File: src/rtl/button_debounce.sv
// Two-channel pushbutton debouncer.
// Each active-low raw button is synchronized, debounced by a four-state FSM,
// and reported as a level plus one-cycle press/release/long-press pulses.
// All outputs are registered one cycle after the FSM state they reflect.
module button_debounce #(
  parameter int unsigned DEBOUNCE_CYCLES = 500000,
  parameter int unsigned HOLD_CYCLES     = 50000000,
  parameter int unsigned CNT_W           = 26
) (
  input  logic clk,
  input  logic rst,
  input  logic button_on,
  input  logic button_off,
  output logic on_level,
  output logic off_level,
  output logic on_press,
  output logic off_press,
  output logic on_release,
  output logic off_release,
  output logic on_hold,
  output logic off_hold,
  output logic both_level
);

  typedef enum logic [1:0] {
    IDLE         = 2'd0,
    PRESS_WAIT   = 2'd1,
    PRESSED      = 2'd2,
    RELEASE_WAIT = 2'd3
  } state_t;

  localparam logic [CNT_W-1:0] DEB_LAST  = CNT_W'(DEBOUNCE_CYCLES - 1);
  localparam logic [CNT_W-1:0] HOLD_LAST = CNT_W'(HOLD_CYCLES - 1);
  localparam logic [CNT_W-1:0] CNT_ONE   = CNT_W'(1);

  logic [1:0] w_raw;
  logic [1:0] w_level;
  logic [1:0] w_press;
  logic [1:0] w_release;
  logic [1:0] w_hold;

  assign w_raw = {button_off, button_on};

  for (genvar g = 0; g < 2; g++) begin : g_ch
    logic            r_sync1;
    logic            r_sync2;
    logic            w_sp;
    state_t          r_state;
    state_t          w_state_nxt;
    logic [CNT_W-1:0] r_cnt;
    logic [CNT_W-1:0] w_cnt_nxt;
    logic            r_held;
    logic            w_held_nxt;
    logic            w_level_nxt;
    logic            r_level;
    logic            r_press;
    logic            r_release;
    logic            r_held_seen;
    logic            r_hold;

    // Two-flop synchronizer; flops idle at 1 (button released).
    always_ff @(posedge clk or posedge rst) begin
      if (rst) begin
        r_sync1 <= 1'b1;
        r_sync2 <= 1'b1;
      end else begin
        r_sync1 <= w_raw[g];
        r_sync2 <= r_sync1;
      end
    end

    assign w_sp = ~r_sync2;

    // FSM state, counter and once-per-press hold flag.
    always_ff @(posedge clk or posedge rst) begin
      if (rst) begin
        r_state <= IDLE;
        r_cnt   <= '0;
        r_held  <= 1'b0;
      end else begin
        r_state <= w_state_nxt;
        r_cnt   <= w_cnt_nxt;
        r_held  <= w_held_nxt;
      end
    end

    // Next-state logic. r_held survives a RELEASE_WAIT->PRESSED bounce so a
    // single debounced press can never produce a second hold pulse.
    always_comb begin
      w_state_nxt = r_state;
      w_cnt_nxt   = r_cnt;
      w_held_nxt  = r_held;
      case (r_state)
        IDLE: begin
          w_held_nxt = 1'b0;
          if (w_sp) begin
            w_state_nxt = PRESS_WAIT;
            w_cnt_nxt   = '0;
          end
        end
        PRESS_WAIT: begin
          if (!w_sp) begin
            w_state_nxt = IDLE;
            w_cnt_nxt   = '0;
          end else if (r_cnt == DEB_LAST) begin
            w_state_nxt = PRESSED;
            w_cnt_nxt   = '0;
          end else begin
            w_cnt_nxt = r_cnt + CNT_ONE;
          end
        end
        PRESSED: begin
          if (!w_sp) begin
            w_state_nxt = RELEASE_WAIT;
            w_cnt_nxt   = '0;
          end else if (r_cnt == HOLD_LAST) begin
            w_held_nxt = 1'b1;
          end else begin
            w_cnt_nxt = r_cnt + CNT_ONE;
          end
        end
        RELEASE_WAIT: begin
          if (w_sp) begin
            w_state_nxt = PRESSED;
            w_cnt_nxt   = '0;
          end else if (r_cnt == DEB_LAST) begin
            w_state_nxt = IDLE;
            w_cnt_nxt   = '0;
            w_held_nxt  = 1'b0;
          end else begin
            w_cnt_nxt = r_cnt + CNT_ONE;
          end
        end
        default: begin
          w_state_nxt = IDLE;
          w_cnt_nxt   = '0;
          w_held_nxt  = 1'b0;
        end
      endcase
    end

    assign w_level_nxt = (r_state == PRESSED) || (r_state == RELEASE_WAIT);

    // Registered level and edge pulses derived from the FSM state.
    always_ff @(posedge clk or posedge rst) begin
      if (rst) begin
        r_level     <= 1'b0;
        r_press     <= 1'b0;
        r_release   <= 1'b0;
        r_held_seen <= 1'b0;
        r_hold      <= 1'b0;
      end else begin
        r_level     <= w_level_nxt;
        r_press     <= w_level_nxt & ~r_level;
        r_release   <= ~w_level_nxt & r_level;
        r_held_seen <= r_held;
        r_hold      <= r_held & ~r_held_seen;
      end
    end

    assign w_level[g]   = r_level;
    assign w_press[g]   = r_press;
    assign w_release[g] = r_release;
    assign w_hold[g]    = r_hold;
  end

  assign on_level    = w_level[0];
  assign off_level   = w_level[1];
  assign on_press    = w_press[0];
  assign off_press   = w_press[1];
  assign on_release  = w_release[0];
  assign off_release = w_release[1];
  assign on_hold     = w_hold[0];
  assign off_hold    = w_hold[1];
  assign both_level  = w_level[0] & w_level[1];

endmodule

File: config.mk
export PLATFORM = sky130hd
export DESIGN_NAME = button_debounce
export DESIGN_NICKNAME = d
export VERILOG_FILES = /design/src/rtl/button_debounce.sv
export SDC_FILE = /design/constraint.sdc
export NUM_CORES = 1
export LEC_CHECK = 0
export CAP_MARGIN = 30
export CORE_MARGIN = 1
export CORE_UTILIZATION = 55
export DETAILED_ROUTE_END_ITERATION = 16
export GPL_TIMING_DRIVEN = 0
export PLACE_DENSITY = 0.79
export SYNTH_ARGS = -nofsm -noshare
export SYNTH_HDL_FRONTEND = slang
export SYNTH_SLANG_ARGS = --single-unit
File: constraint.sdc
create_clock -name clk -period 2.2 [get_ports clk]
set_input_delay 0.33 -clock clk [delete_from_list [all_inputs] [get_ports clk]]
set_output_delay 0.33 -clock clk [all_outputs]
set_load 0.03 [all_outputs]
==> impl_summary.md <==
Run status
The flow ran to the end, but the final reports show violations. The final reports fail on setup timing.

Layout
At the end of the flow, the number of nets in the layout was approximately 460. The number of cells in the finished layout apart from fillers is between 500 and 600. In the layout the commonest cells are sky130_fd_sc_hd__dfrtp_1 (65), sky130_fd_sc_hd__nor2_1 (31), sky130_fd_sc_hd__buf_4 (31).

The number of inserted diodes is 0. The finished cells cover just under 5000 um^2. The most common library cell in the layout ignoring fill and taps is sky130_fd_sc_hd__dfrtp_1.

The proportion of layout cells with a drive suffix above 1 is 0.2765. The area growth from synthesis to layout is 26.07%.

GRT
For this run, the total global-route usage over all layers was measured as 0.2625. The first global-routing pass estimated around 15 mm of wire. Global routing finished with a remaining overflow of 0.

The number of antenna violations at the first check in global routing is 0. The largest net degree at the start of global routing is between 70 and 80. The via count of the first global-routing pass is roughly 3200.

Floorplan
The width of the die is roughly 85 um. The region available for standard cell placement spans ~6800 um^2. The area enclosed by the die boundary is between 7000 and 8000 um^2. After floorplanning, the core was divided into 30 placement rows. The die span in y is ~85 um. 13 I/O pins were placed. The initial core utilization is 0.5654.

Pwr
The net load switching power is approximately 0.64 mW. The worst-case IR drop observed on VDD is 0.4988 mV. The switching share of total power is 0.2489. The share of total power in sequential cells is 0.534. The fraction of power consumed by combinational cells is 0.073. For this design the ratio of total power to cell area is roughly 540 nW/um^2. The internal portion of the total power is between 1.5 and 2 mW. The fraction of power consumed by the clock network is 0.393. The leakage power summed over all cells is roughly 1.9 nW.

Placed design
The total instance count after detailed placement is 496. The number of buffers added on ports is 12. Detailed placement finished with a half-perimeter wire length of 5.491 mm. The placed instances occupy a cell area of 4058 um^2.

The final weighted congestion in routability-driven placement is between 0.8 and 0.9.

Worst setup path
STA classifies the critical path endpoint as a flop. The largest fanout on the critical path is 5. The data required time of the worst path is roughly 2.4 ns. The slack of the worst reg-to-reg path is -0.13 ns. The startpoint class of the critical path is a flop.

Data arrives at the worst endpoint at about 2.6 ns. The setup path with the least slack is of type flop to flop.

Detailed routing
The detail route stage leaves a number of antenna-violating nets equal to 0. The per-cell routed wire length is 17.87 um. The via count is ~3400. In the routed layout, each cell is associated on average with a via count of 6.309. The violation count after the first detailed-route iteration is roughly 310.

Before antenna repair, the detailed router went through 5 iterations. For this block, the routed nets add up to 9.705 mm of wire. The residual DRC count is 0.

Clock tree
The largest buffer count on any clock path is 2. In this run, CTS created clock tree buffers numbering 9. The maximum level of the CTS H-tree is 3.

TritonCTS built the clock tree. The number of clock sinks seen by CTS is 72. The clock tree root buffer cell is sky130_fd_sc_hd__clkbuf_8. Clock latency on the worst-skew pair, taken at its later pin, is between 0.3 and 0.4 ns.

The hold-fix buffer count after cts is 0. The post-CTS clock slew at the launch and capture registers of the worst setup and hold paths is roughly 0.080 ns.

Synthesis
Of the total synthesized cell area, the portion taken by XOR and XNOR cells is 0.04356. By area, the combinational part of the netlist is dominated by simple AND/OR/NAND/NOR gates. The number of enable-type register cells in the synthesized netlist is 0.

The complex-gate fraction of the synthesized area is 0.1490. The post-synthesis cell area is around 3800 um^2. Yosys attributes the largest share of cell area to sky130_fd_sc_hd__dfrtp_1 (45%), sky130_fd_sc_hd__or3_1 (3.4%), sky130_fd_sc_hd__a21oi_1 (3.4%), sky130_fd_sc_hd__nor2_1 (3.3%), sky130_fd_sc_hd__xor2_1 (3.2%). Each instance of the synthesized netlist takes up on average 9.455 um^2.

Measured against the total synthesized area, the mux share comes to 0.01376. The synthesized design contains 72 register bits. Of the total synthesized cell area, the portion taken by full adders, half adders and majority gates is 0.006551.

The synthesized design spends more area on one cell type than any other, namely sky130_fd_sc_hd__dfrtp_1. Synthesis produced between 400 and 500 cells. Of the post-synthesis cell area, the dominant cell type holds 0.4455. The most used flip-flop cell after synthesis is sky130_fd_sc_hd__dfrtp_1. The share of synthesized flip-flops with an asynchronous set or reset is 1.000. The netlist uses 60 different library cells. Of the total synthesized cell area, the portion taken by AND, OR, NAND and NOR gates is 0.2712.

The share of the yosys chip area belonging to registers is 0.4730. The number of warnings issued by yosys is 0. The net count after synthesis is around 400.

STA
Hold is met by between 0.3 and 0.4 ns. The maximum achievable frequency is 430.1 MHz. Setup repair after global routing could not meet its margin everywhere. The total setup violations reported at the end of the flow is 26.

The final hold violation count came to 0. The worst path in the final design needs a cycle of roughly 2.3 ns, including I/O delays and setup. At the pin with the least slew margin, the transition time is approximately 0.87 ns.

The final worst slack is -0.1252 ns. Dividing the final minimum period by the clock period gives 1.057. The number of slew-limit violations in the final report came to 0.

The setup skew after layout is 0.009211 ns. The worst max-slew margin expressed relative to the limit is 0.4217.

Min path
The classification of the worst-slack hold path is flop to flop.

Run
The number of max-capacitance violations reported is 0.
metrics by stage:
stage	total power [mW]	setup WS, ns	utilization	setup TNS, ns
after floorplan	1.500	-0.007006	-	-0.007006
after global placement	1.533	-1.069	0.6002	-81.46
after detailed placement	1.542	-0.3200	0.6006	-9.781
after CTS	2.572	-0.06264	0.6659	-0.6946
after global routing	2.678	-0.2061	0.7128	-3.223
final	2.583	-0.1252	0.7128	-1.549
Yosys cell counts, drive strengths merged (3+ instances only):
cell type and n:
and2 5, nor2b 7, a21oi 27, nand4 19, xnor2 5, o31ai 7
clkbuf 8, o22ai 5, nand4b 3, inv 17, or4b 3, nor2 34
o211ai 4, o2111ai 3, or2 4, dfstp 4, or3b 3, o21bai 4
nand2 26, o21ai 25, a31oi 4, or4 8, xor2 14, and3 4
or3 21, nor3b 3, mux2i 3, buf 10, nand3 18, nor3 11
dfrtp 68, nor4 6
sequential cells by signal (all words and copies together), names as in the netlist, named ones only:
register / cells
g_ch.r_sync2: 2
on_hold: 1
g_ch.r_sync1: 2
g_ch.r_state: 2
on_level: 1
on_release: 1
on_press: 1
g_ch.r_held_seen: 2
off_hold: 1
off_level: 1
off_press: 1
g_ch.r_cnt: 52
g_ch.r_held: 2
off_release: 1
logic make-up after synthesis:
| family | Yosys count |
|---|---|
| compound gates | 89 |
| xor+xnor | 19 |
| fa+ha+maj | 2 |
| simple gates | 182 |
| buf+inv | 35 |
| flops | 72 |
| mux | 5 |
power groups by stage:
| stage | Combinational (mW) | Sequential, mW | Clock (mW) |
|---|---|---|---|
| after detailed placement | 0.145 | 1.40 | 0 |
| after global placement | 0.137 | 1.40 | 0 |
| after global routing | 0.213 | 1.38 | 1.09 |
| final | 0.190 | 1.38 | 1.02 |
| after floorplan | 0.108 | 1.39 | 0 |
| after CTS | 0.164 | 1.38 | 1.03 |
layer usage:
layer	part of all wire	track usage	routed length [um]
met5	0	0	0
met1	0.40	0.3240	3917
met4	0.024	0.1121	235
met2	0.52	0.4421	5002
met3	0.057	0.06323	549
worst max-delay path, stage by stage (launching register included):
cell                        delay, ns
sky130_fd_sc_hd__dfrtp_1         0.39
sky130_fd_sc_hd__or4_4           0.57
sky130_fd_sc_hd__or4_4           0.62
sky130_fd_sc_hd__o2111ai_4       0.30
sky130_fd_sc_hd__buf_6           0.17
sky130_fd_sc_hd__or3_1           0.11
sky130_fd_sc_hd__a21oi_1         0.06
final cells by class:
class	instances	area [um^2]
buffer	15	108.9
inverter	17	66.31
fill	434	1941
timing repair buffer	45	382.9
sequential	72	1810
clock buffer	10	127.6
multi-input combinational	298	2160
tap	80	100.1
clock inverter	6	60.06
path summary, 6_finish.rpt:
| check | startpoint | to | cells past startpoint |
|---|---|---|---|
| max reg2reg | g_ch[1].r_cnt[24] | g_ch[1].r_cnt[21] | 6 |
| max in group asynchronous | rst | g_ch[0].r_cnt[11] | 2 |
| max | g_ch[1].r_cnt[24] | g_ch[1].r_cnt[21] | 6 |
| min in group asynchronous | rst | on_level | 2 |
| min reg2reg | g_ch[1].r_sync1 | g_ch[1].r_sync2 | 0 |
| min | g_ch[1].r_sync1 | g_ch[1].r_sync2 | 0 |
timing repair:
item	CTS	global route
endpoints found under the setup margin	52	52
pin swaps	24	25
cloned	4	0
resized for setup	33	46
setup buffers	14	16
(Power assumes the default switching activity.)
